<file path="src/rtl/data_bus_arbiter.sv">
// Round-robin two-master (core MEM / loader) arbiter and sequencer for the data memory bus.
// Optional access timeout is compiled in when DBA_TIMEOUT_EN is defined.
module data_bus_arbiter #(
  parameter int unsigned ADDR_W  = 32,
  parameter int unsigned DATA_W  = 32,
  parameter int unsigned TIMEOUT = 16
) (
  input  logic                  clk,
  input  logic                  rst,
  input  logic                  m0_req,
  input  logic                  m0_we,
  input  logic [ADDR_W-1:0]     m0_addr,
  input  logic [DATA_W-1:0]     m0_wdata,
  input  logic [DATA_W/8-1:0]   m0_be,
  output logic                  m0_done,
  output logic [DATA_W-1:0]     m0_rdata,
  output logic                  m0_err,
  input  logic                  m1_req,
  input  logic                  m1_we,
  input  logic [ADDR_W-1:0]     m1_addr,
  input  logic [DATA_W-1:0]     m1_wdata,
  input  logic [DATA_W/8-1:0]   m1_be,
  output logic                  m1_done,
  output logic [DATA_W-1:0]     m1_rdata,
  output logic                  m1_err,
  output logic                  s_valid,
  input  logic                  s_ready,
  output logic                  s_we,
  output logic [ADDR_W-1:0]     s_addr,
  output logic [DATA_W-1:0]     s_wdata,
  output logic [DATA_W/8-1:0]   s_be,
  input  logic [DATA_W-1:0]     s_rdata,
  output logic                  stallreq_o
);

  localparam int unsigned BE_W = DATA_W / 8;

  // Reject configurations the bus cannot represent.
  if ((TIMEOUT < 1) || ((DATA_W % 8) != 0)) begin : g_bad_cfg
    $error("data_bus_arbiter: TIMEOUT must be >= 1 and DATA_W a multiple of 8");
  end

  typedef enum logic [1:0] {
    ST_IDLE = 2'd0,
    ST_BUS  = 2'd1,
    ST_RESP = 2'd2
  } state_t;

  state_t state;
  logic   owner;
  logic   last;

  logic              any_req_c;
  logic              winner_c;
  logic              sel_we_c;
  logic [ADDR_W-1:0] sel_addr_c;
  logic [DATA_W-1:0] sel_wdata_c;
  logic [BE_W-1:0]   sel_be_c;
  logic              timeout_hit_c;
  logic              finish_c;
  logic [DATA_W-1:0] resp_rdata_c;
  logic              resp_err_c;

  // Round-robin pick: on contention the master that did not win last time goes next.
  always_comb begin
    any_req_c   = m0_req | m1_req;
    winner_c    = (m0_req & m1_req) ? ~last : m1_req;
    sel_we_c    = winner_c ? m1_we    : m0_we;
    sel_addr_c  = winner_c ? m1_addr  : m0_addr;
    sel_wdata_c = winner_c ? m1_wdata : m0_wdata;
    sel_be_c    = winner_c ? m1_be    : m0_be;
  end

`ifdef DBA_TIMEOUT_EN
  localparam int unsigned CNT_W = (TIMEOUT > 1) ? $clog2(TIMEOUT) : 1;

  logic [CNT_W-1:0] tmo_cnt;

  // Counts BUS cycles without s_ready; cleared while idle so every access starts at zero.
  always_ff @(posedge clk) begin
    if (rst) begin
      tmo_cnt <= '0;
    end else if (state == ST_IDLE) begin
      tmo_cnt <= '0;
    end else if ((state == ST_BUS) && !s_ready) begin
      tmo_cnt <= tmo_cnt + CNT_W'(1);
    end
  end

  assign timeout_hit_c = (state == ST_BUS) && (tmo_cnt == CNT_W'(TIMEOUT - 1));
  assign resp_err_c    = ~s_ready;
`else
  assign timeout_hit_c = 1'b0;
  assign resp_err_c    = 1'b0;
`endif

  // s_ready has priority over a timeout landing in the same cycle.
  always_comb begin
    finish_c     = s_ready | timeout_hit_c;
    resp_rdata_c = (s_ready & ~s_we) ? s_rdata : '0;
  end

  always_ff @(posedge clk) begin
    if (rst) begin
      state    <= ST_IDLE;
      owner    <= 1'b0;
      last     <= 1'b1;
      s_valid  <= 1'b0;
      s_we     <= 1'b0;
      s_addr   <= '0;
      s_wdata  <= '0;
      s_be     <= '0;
      m0_done  <= 1'b0;
      m1_done  <= 1'b0;
      m0_rdata <= '0;
      m1_rdata <= '0;
      m0_err   <= 1'b0;
      m1_err   <= 1'b0;
    end else begin
      m0_done <= 1'b0;
      m1_done <= 1'b0;
      case (state)
        ST_IDLE: begin
          if (any_req_c) begin
            owner   <= winner_c;
            last    <= winner_c;
            s_we    <= sel_we_c;
            s_addr  <= sel_addr_c;
            s_wdata <= sel_wdata_c;
            s_be    <= sel_be_c;
            s_valid <= 1'b1;
            state   <= ST_BUS;
          end
        end
        ST_BUS: begin
          if (finish_c) begin
            s_valid <= 1'b0;
            state   <= ST_RESP;
            if (owner) begin
              m1_done  <= 1'b1;
              m1_rdata <= resp_rdata_c;
              m1_err   <= resp_err_c;
            end else begin
              m0_done  <= 1'b1;
              m0_rdata <= resp_rdata_c;
              m0_err   <= resp_err_c;
            end
          end
        end
        ST_RESP: begin
          state <= ST_IDLE;
        end
        default: begin
          state <= ST_IDLE;
        end
      endcase
    end
  end

  // Core stall ends in the cycle its done pulse is seen.
  assign stallreq_o = m0_req & ~m0_done;

endmodule

</file>
<file path="config.mk">
export PLATFORM = sky130hd
export DESIGN_NAME = data_bus_arbiter
export DESIGN_NICKNAME = d
export VERILOG_FILES = /design/src/rtl/data_bus_arbiter.sv
export SDC_FILE = /design/constraint.sdc
export NUM_CORES = 1
export LEC_CHECK = 0
export ABC_AREA = 1
export ABC_CLOCK_PERIOD_IN_PS = 1700
export BUFFER_PORTS_ARGS = -buffer_cell sky130_fd_sc_hd__buf_2
export CORE_ASPECT_RATIO = 2
export CORE_UTILIZATION = 47
export DETAILED_ROUTE_END_ITERATION = 10
export HOLD_SLACK_MARGIN = 0.05
export PLACE_DENSITY = 0.8
export SYNTH_ARGS = -nofsm -noshare
export SYNTH_HDL_FRONTEND = slang
export SYNTH_SLANG_ARGS = --single-unit
export TNS_END_PERCENT = 50
</file>
<file path="constraint.sdc">
create_clock -name clk -period 1.7 [get_ports clk]
set_clock_uncertainty 0.15 [all_clocks]
set_input_delay 0.255 -clock clk [delete_from_list [all_inputs] [get_ports clk]]
set_output_delay 0.255 -clock clk [all_outputs]
set_load 0.03 [all_outputs]
</file>
==> impl_metrics.ini, run 1 <==
[clock_network]
cts.sinks = 140
cts_max_path_buffers = 2
path_clk_slew_ns = 0.06
insertion_delay_ns = 0.41
cts_tree = yes
htree_levels = 4
numCtsBuffers = 17
cts-root-buf = clkbuf_16

[setup_path]
r2r_slack_ns = 0.11
crit_required_ns = 1.87
crit_arrival_ns = 1.76
reg2reg_from = last$_SDFFE_PP1P_
cp_max_fo = 24
critPathLaunchType = register
startpoint = last$_SDFFE_PP1P_
path_class = reg -> reg
reg2regPathDepth = 7
end_kind = register
r2r-end = s_addr[12]$_SDFFE_PP0P_

[yosys]
postSynthRegisterBits = 140
synth_area_per_cell_um2 = 5.91
syn_inst = 1153
yosysSeqAreaShare_pct = 41.2
yosys_warnings = 0
syn_area_um2 = 6810
synth_cell_types = 20

[routing]
drt_iter0_drc = 545
wl_met3_um = 2330
top_layer = met5
drt_pre_antenna_iters = 5
met2WireLength_um = 12700
post_drt_wl_per_cell_um = 14.4
drtAntennaViolNets = 0
avgViaCountPerCell = 4.84
met1Wirelength_um = 8950
routed_wl_um = 25900
drc = 0
vias = 8709

[sta]
setup_viol = 0
clock.fmax_ghz = 0.627
rsz0062_at_grt = no
maxSlewViolCount = 0
period_minus_slack_ns = 1.59
tns_ns = 0
finalHoldViolCount = 0
fin_ws_ns = 0.106
finalCritPeriodShare_pct = 93.8

[power_and_ir_drop]
total_power_mw = 9.87
clkPwrFrac_pct = 34.7
p_int_mw = 6.45
p_seq_share_pct = 37.6
netSwitchingFraction_pct = 34.7
p_switching_mw = 3.42
p_leak_nw = 6.23
peakVddDrop_uv = 714
combPwrFrac_pct = 27.8
p_per_area_nw_per_um2 = 929

[layout]
area_growth_pct = 56.0
layout.nets = 1769
fill_cells = 957
layout.area.seq_um2 = 2800
drive_gt1_share_pct = 23.4
multi_input_area_um2 = 3030
design_area_um2 = 10600

[hold_path]
min_to = s_we$_SDFFE_PP0P_
worstHoldStart = m0_we
holdPathStages = 5
hold_class = in -> reg

[placed_design]
place_area_um2 = 8560
dp_hpwl_um = 14600
gp_congestion = 0.886
place_ws_ns = 0.259
io_buffers = 311

[floorplanning]
die_x_um = 87.1
core-area_um2 = 14000
ios = 314
start_util_pct = 48.5
die-area_um2 = 15000
chipHeight_um = 172
rows = 61

[flow_run]
max_cap_violations = 0

[grt]
first_global_vias = 8491
overflow = 0
track_usage_pct = 35.4
grt_pass1_wl_um = 40600
grt_start_max_net_pins = 52
antenna_found_initial = 3

[run_status]
status = finished, final reports clean
routing by layer:
layer | vias up | track usage, %
met2 | 557 | 57.1
met1 | 3805 | 35.0
met3 | 172 | 15.2
met4 | 2 | 28.2
met5 | - | 0
li1 | 4173 | -
cell type report:
type | count | share of cell area, %
Timing Repair Buffer | 479 | 31.2
Multi-Input combinational cell | 773 | 28.5
Tap cell | 189 | 2.23
Inverter | 183 | 6.49
Clock inverter | 14 | 1.07
Antenna cell | 2 | 0.0471
Sequential cell | 140 | 26.4
Clock buffer | 18 | 4.04
worst max path at each step:
| stage | endpoint | slack [ns] | depth (start not counted) |
|---|---|---|---|
| final | s_addr[12]$_SDFFE_PP0P_ | 0.11 | 7 |
| after global routing | m0_rdata[19]$_SDFFE_PP0P_ | 0.001 | 9 |
| after CTS | m0_rdata[19]$_SDFFE_PP0P_ | 0.15 | 9 |
| after detailed placement | m0_rdata[19]$_SDFFE_PP0P_ | 0.26 | 8 |
| after global placement | s_wdata[7]$_SDFFE_PP0P_ | 0.28 | 8 |
| after floorplan | m1_rdata[11]$_SDFFE_PP0P_ | 0.29 | 7 |
layout by cell type (no fill, tap or decap), drive strengths merged, types with 4 or more instances in the layout:
| cell type | instances |
|---|---|
| clkinvlp | 6 |
| nor2 | 348 |
| dlygate4sd3 | 150 |
| a21oi | 4 |
| nand2 | 373 |
| buf | 329 |
| clkbuf | 18 |
| and2 | 14 |
| inv | 188 |
| dfxtp | 140 |
| o21ai | 31 |
synth_stat cells (all sizes together):
cell / count / area, um^2
buf: 49 / 284
inv: 183 / 687
dfxtp: 140 / 2800
conb: 1 / 3.75
o21ai: 31 / 155
a21oi: 4 / 20.0
nor2: 348 / 1320
clkbuf: 9 / 35.0
nand2: 373 / 1410
and2: 14 / 87.6
nand3: 1 / 5.00
registers in the layout, indices dropped and copies added (netlist names):
name,cells
s_addr,32
m0_rdata,32
s_be,4
s_valid,1
last,1
m1_done,1
m0_done,1
s_we,1
s_wdata,32
state,2
owner,1
m1_rdata,32
power by group through the flow:
stage	Sequential, mW	Clock, mW	Combinational, mW
after floorplan	4.29	0	1.04
after global placement	3.75	0	2.30
after detailed placement	3.76	0	2.33
after CTS	3.69	3.47	2.61
after global routing	3.74	3.62	3.00
final	3.71	3.42	2.74
logic make-up (layout without fill, tap and decap cells):
group | count (synthesis) | after routing | share of synthesized area, %
AO/OA/AOI/OAI | 35 | 35 | 2.57
other | 1 | 4 | 0.0551
flip-flops | 140 | 140 | 41.2
AND/OR/NAND/NOR | 736 | 736 | 41.4
buffers and inverters | 241 | 694 | 14.8
stage by stage:
| stage | instances | util [%] | hold WS (ns) |
|---|---|---|---|
| finish | 1798 | 75.7 | 0.0552 |
| global route | 1798 | 75.7 | 0.0616 |
| CTS | 1796 | 75.5 | 0.0506 |
| detailed placement | 1614 | 61.0 | 0.319 |
| global placement | 1614 | 61.0 | 0.307 |
| floorplan | 1154 | - | 0.174 |
critical path, stage by stage (launching register included):
cell     delay [ns]
dfxtp_1        0.34
nand2_1        0.09
nand2_4        0.20
buf_4          0.32
nand2_1        0.09
nand2_1        0.09
nor2_1         0.06
nor2_1         0.18
what timing repair did:
item                                    in CTS  in global routing
endpoints found under the setup margin       0                  2
resized for setup                            0                  3
setup buffers                                0                  0
hold buffers                               150                  0
hold endpoints to repair                   116                  0
No activity file was read; power rests on OpenSTA's default activity.
==> inputs of run 2 (changes only) <==
--- a/config.mk
+++ b/config.mk
@@ -6,13 +6,14 @@
 export NUM_CORES = 1
 export LEC_CHECK = 0
 export ABC_AREA = 1
-export ABC_CLOCK_PERIOD_IN_PS = 1700
+export ABC_CLOCK_PERIOD_IN_PS = 1430
 export BUFFER_PORTS_ARGS = -buffer_cell sky130_fd_sc_hd__buf_2
 export CORE_ASPECT_RATIO = 2
-export CORE_UTILIZATION = 47
+export CORE_UTILIZATION = 43
 export DETAILED_ROUTE_END_ITERATION = 10
 export HOLD_SLACK_MARGIN = 0.05
-export PLACE_DENSITY = 0.8
+export PLACE_DENSITY = 0.77
+export RECOVER_POWER = 100
 export SYNTH_ARGS = -nofsm -noshare
 export SYNTH_HDL_FRONTEND = slang
 export SYNTH_SLANG_ARGS = --single-unit
==> constraint.sdc (replaced) <==
create_clock -name clk -period 1.43 [get_ports clk]
set_clock_uncertainty 0.15 [all_clocks]
set_input_delay 0.2145 -clock clk [delete_from_list [all_inputs] [get_ports clk]]
set_output_delay 0.2145 -clock clk [all_outputs]
set_load 0.03 [all_outputs]
==> impl_metrics.ini, run 2 (synthesis results as in run 1) <==
[run_status]
status = finished, final reports clean

[placed_design]
io_buffers = 311
placed_cells = 1628
dp_hpwl_um = 13900
gp_congestion = 0.870
place_ws_ns = 0.0402

[sta]
finalHoldViolCount = 0
clock.fmax_ghz = 0.707
tns_ns = 0
period_minus_slack_ns = 1.41
finalCritPeriodShare_pct = 98.9
maxSlewViolCount = 0
fin_ws_ns = 0.0162
setup_viol = 0
rsz0062_at_grt = yes
holdWs_ns = 0.180

[setup_path]
crit_required_ns = 1.59
path_class = reg -> reg
cp_max_fo = 13
critPathLaunchType = register
end_kind = register
reg2regPathDepth = 6
crit_arrival_ns = 1.57

[grt]
overflow = 0
track_usage_pct = 30.5
grt_start_max_net_pins = 61
first_global_vias = 8424
antenna_found_initial = 1
grt_pass1_wl_um = 39800

[flow_run]
max_cap_violations = 0

[power_and_ir_drop]
peakVddDrop_uv = 1000
p_per_area_nw_per_um2 = 1100
p_leak_nw = 6.41
total_power_mw = 12.2

[floorplanning]
chipHeight_um = 180
core-area_um2 = 15400
rows = 64
die_x_um = 91.0
start_util_pct = 44.3
ios = 314
die-area_um2 = 16400

[hold_path]
holdPathStages = 5
hold_class = in -> reg

[layout]
final_common_cell = nand2_1
fill_cells = 1089
layout_common_cells = nand2_1, nor2_1, buf_2
area_growth_pct = 62.4
layout.nets = 1800
instances_no_fill = 1837
drive_gt1_share_pct = 23.8

[clock_network]
insertion_delay_ns = 0.42
htree_levels = 4
path_clk_slew_ns = 0.06
cts_tree = yes
cts-root-buf = clkbuf_16
cts.sinks = 140
numCtsBuffers = 17
cts_max_path_buffers = 2

[routing]
drc = 0
routed_wl_um = 26100
post_drt_wl_per_cell_um = 14.2
drtAntennaViolNets = 0
drt_pre_antenna_iters = 5
vias = 8778
avgViaCountPerCell = 4.78
drt_iter0_drc = 489
-- run 2: path summary, 6_finish.rpt --
check / start / to / slack, ns
worst max-delay path: last$_SDFFE_PP1P_ / s_addr[6]$_SDFFE_PP0P_ / 0.02
worst min-delay path: s_ready / state[0]$_SDFFE_PP0P_ / 0.18
worst max register to register: last$_SDFFE_PP1P_ / s_addr[6]$_SDFFE_PP0P_ / 0.02
worst min register to register: s_valid$_SDFFE_PP0P_ / s_valid$_SDFFE_PP0P_ / 0.33
-- run 2: critical path: stages, from the launching register on --
cell and delay [ns]:
dfxtp_1 0.36, nand2_2 0.10, nand2_4 0.18, buf_4 0.24, nor2_1 0.08, nor2_1 0.14, nor2_1 0.05
-- run 2: cell type report --
cell class | count | area [um^2] | area share [%]
timing repair buffer | 509 | 3680 | 33.3
multi-input combinational | 774 | 3040 | 27.5
sequential | 140 | 2810 | 25.4
inverter | 183 | 692 | 6.26
clock buffer | 19 | 443 | 4.00
tap | 198 | 248 | 2.24
clock inverter | 13 | 143 | 1.29
antenna | 1 | 2.50 | 0.0226
-- run 2: what timing repair did --
| action | 4_1_cts | 5_1_grt |
|---|---|---|
| resized for setup | 0 | 23 |
| buffers inserted | 0 | 1 |
| endpoints found under the hold margin | 140 | 0 |
| hold buffers | 172 | 0 |
| endpoints found under the setup margin | 0 | 76 |
-- run 2: metal layers --
| layer | routed length, um | vias to the layer above | GRT usage (%) | share of wire (%) |
|---|---|---|---|---|
| met1 | 9020 | 3861 | 29.3 | 35 |
| met3 | 2070 | 179 | 8.25 | 7.9 |
| met5 | 0 | - | 0 | 0 |
| met4 | 2160 | 0 | 26.4 | 8.3 |
| li1 | - | 4233 | - | - |
| met2 | 12800 | 505 | 52.9 | 49 |
-- run 2: power breakdown --
part	total, mW	switching, mW	internal (mW)
Clock	4.39	1.77	2.62
Combinational	3.36	2.08	1.28
Sequential	4.40	0.169	4.23
Total	12.2	4.02	8.13
-- run 2: through the flow --
stage | area, um^2 | util [%]
2_1_floorplan | 6810 | -
3_3_place_gp | 8660 | 56.3
3_5_place_dp | 8660 | 56.3
4_1_cts | 11000 | 71.4
5_1_grt | 11100 | 71.9
6_report | 11100 | 71.9
==> inputs of run 3 (changes only) <==
--- a/config.mk
+++ b/config.mk
@@ -14,6 +14,7 @@
 export HOLD_SLACK_MARGIN = 0.05
 export PLACE_DENSITY = 0.77
 export RECOVER_POWER = 100
+export SETUP_SLACK_MARGIN = 0.02
 export SYNTH_ARGS = -nofsm -noshare
 export SYNTH_HDL_FRONTEND = slang
 export SYNTH_SLANG_ARGS = --single-unit
==> impl_metrics.ini, run 3 (synthesis results as in run 1) <==
[setup_path]
path_class = reg -> reg
critPathLaunchType = register
cp_max_fo = 19
reg2reg_from = state[0]$_SDFFE_PP0P_
reg2regPathDepth = 8
r2r-end = s_addr[14]$_SDFFE_PP0P_
end_kind = register
r2r_slack_ns = -0.04
crit_arrival_ns = 1.62
crit_required_ns = 1.58

[layout]
drive_gt1_share_pct = 24.6
post-route-util_pct = 73.1
fill_cells = 1066
layout.nets = 1810
layout_common_cells = nand2_1, nor2_1, buf_2
design_area_um2 = 11200
area_growth_pct = 65.0
instances_no_fill = 1846
diodes = 0
final_common_cell = nand2_1

[floorplanning]
core-area_um2 = 15400
ios = 314
die-area_um2 = 16400
die_x_um = 91.0
chipHeight_um = 180
start_util_pct = 44.3
rows = 64

[grt]
grt_start_max_net_pins = 61
antenna_found_initial = 0
grt_pass1_wl_um = 39900
first_global_vias = 8464
overflow = 0
track_usage_pct = 30.6

[placed_design]
gp_congestion = 0.870
placed_cells = 1628
place_area_um2 = 8660
io_buffers = 311
dp_hpwl_um = 13900

[hold_path]
holdPathStages = 5
min_to = state[0]$_SDFFE_PP0P_
hold_class = in -> reg
worstHoldStart = s_ready

[routing]
drc = 0
routed_wl_um = 26700
drtAntennaViolNets = 0
drt_pre_antenna_iters = 5
drt_iter0_drc = 412
avgViaCountPerCell = 4.79
post_drt_wl_per_cell_um = 14.4
vias = 8836

[sta]
fin_ws_ns = -0.0416
maxSlewViolCount = 0
tns_ns = -0.0679
finalHoldViolCount = 0
setup_viol = 2
clock.fmax_ghz = 0.680
rsz0062_at_grt = yes
period_minus_slack_ns = 1.47
finalCritPeriodShare_pct = 103

[clock_network]
cts_max_path_buffers = 2
htree_levels = 4
cts-root-buf = clkbuf_16
insertion_delay_ns = 0.42
cts_tree = yes
numCtsBuffers = 17
cts.sinks = 140
path_clk_slew_ns = 0.06

[run_status]
violations = setup timing
status = finished with violations

[power_and_ir_drop]
p_per_area_nw_per_um2 = 1100
p_leak_nw = 6.42
total_power_mw = 12.3
peakVddDrop_uv = 997

[flow_run]
max_cap_violations = 0
## run 3: cell types whose count changed in the layout (fill, tap and decap cells not counted), sizes merged
cell and delta:
diode -1, nand2 -1, clkbuf +111, buf -100
## run 3: timing repair
item	4_1_cts	5_1_grt
hold buffers	172	0
pin swaps	0	8
cloned	0	6
gates resized for setup	1	38
buffers inserted	0	8
endpoints found under the setup margin	2	90
hold endpoints to repair	140	0
## run 3: metal layers
layer  track usage, %  up-vias  part of all wire (%)
met2             52.8      547                    50
met5                0        -                     0
met1             29.8     3859                    34
li1                 -     4257                     -
met4             25.9        0                   8.1
met3             8.25      173                   8.2
## run 3: worst max-delay path by stage
stage,start,slack [ns],end,cells past startpoint
2_1_floorplan,s_we$_SDFFE_PP0P_,0.02,m1_rdata[11]$_SDFFE_PP0P_,7
3_3_place_gp,last$_SDFFE_PP1P_,0.05,s_addr[11]$_SDFFE_PP0P_,6
3_5_place_dp,m0_req,0.04,s_addr[11]$_SDFFE_PP0P_,8
4_1_cts,m0_done$_SDFF_PP0_,0.01,stallreq_o,2
5_1_grt,state[0]$_SDFFE_PP0P_,-0.19,s_wdata[11]$_SDFFE_PP0P_,8
6_report,state[0]$_SDFFE_PP0P_,-0.04,s_addr[14]$_SDFFE_PP0P_,8
## run 3: report_power, final
part / internal, mW / switching [mW] / total (mW)
logic: 1.38 / 2.14 / 3.52
registers: 4.23 / 0.182 / 4.41
clock network: 2.62 / 1.78 / 4.40
total: 8.24 / 4.10 / 12.3
## run 3: worst max-delay path: stages (launching register included)
cell	delay, ns
dfxtp_2	0.33
inv_2	0.06
nand2_2	0.06
nor2_4	0.13
buf_6	0.13
clkbuf_16	0.18
nand2_1	0.08
nor2_1	0.14
nor2_1	0.07
## run 3: per-stage QoR
| step | hold WS (ns) | worst slack [ns] |
|---|---|---|
| floorplan | 0.134 | 0.0218 |
| global placement | 0.299 | 0.0451 |
| detailed placement | 0.302 | 0.0402 |
| CTS | 0.183 | 0.0133 |
| global route | 0.209 | -0.189 |
| finish | 0.168 | -0.0416 |
## run 3: layout make-up
class / instances / area [um^2] / area share [%]
clock buffer: 19 / 443 / 3.94
clock inverter: 13 / 143 / 1.27
inverter: 183 / 692 / 6.16
multi-input combinational: 773 / 3050 / 27.1
sequential: 140 / 2810 / 25.0
tap: 198 / 248 / 2.20
timing repair buffer: 520 / 3860 / 34.3
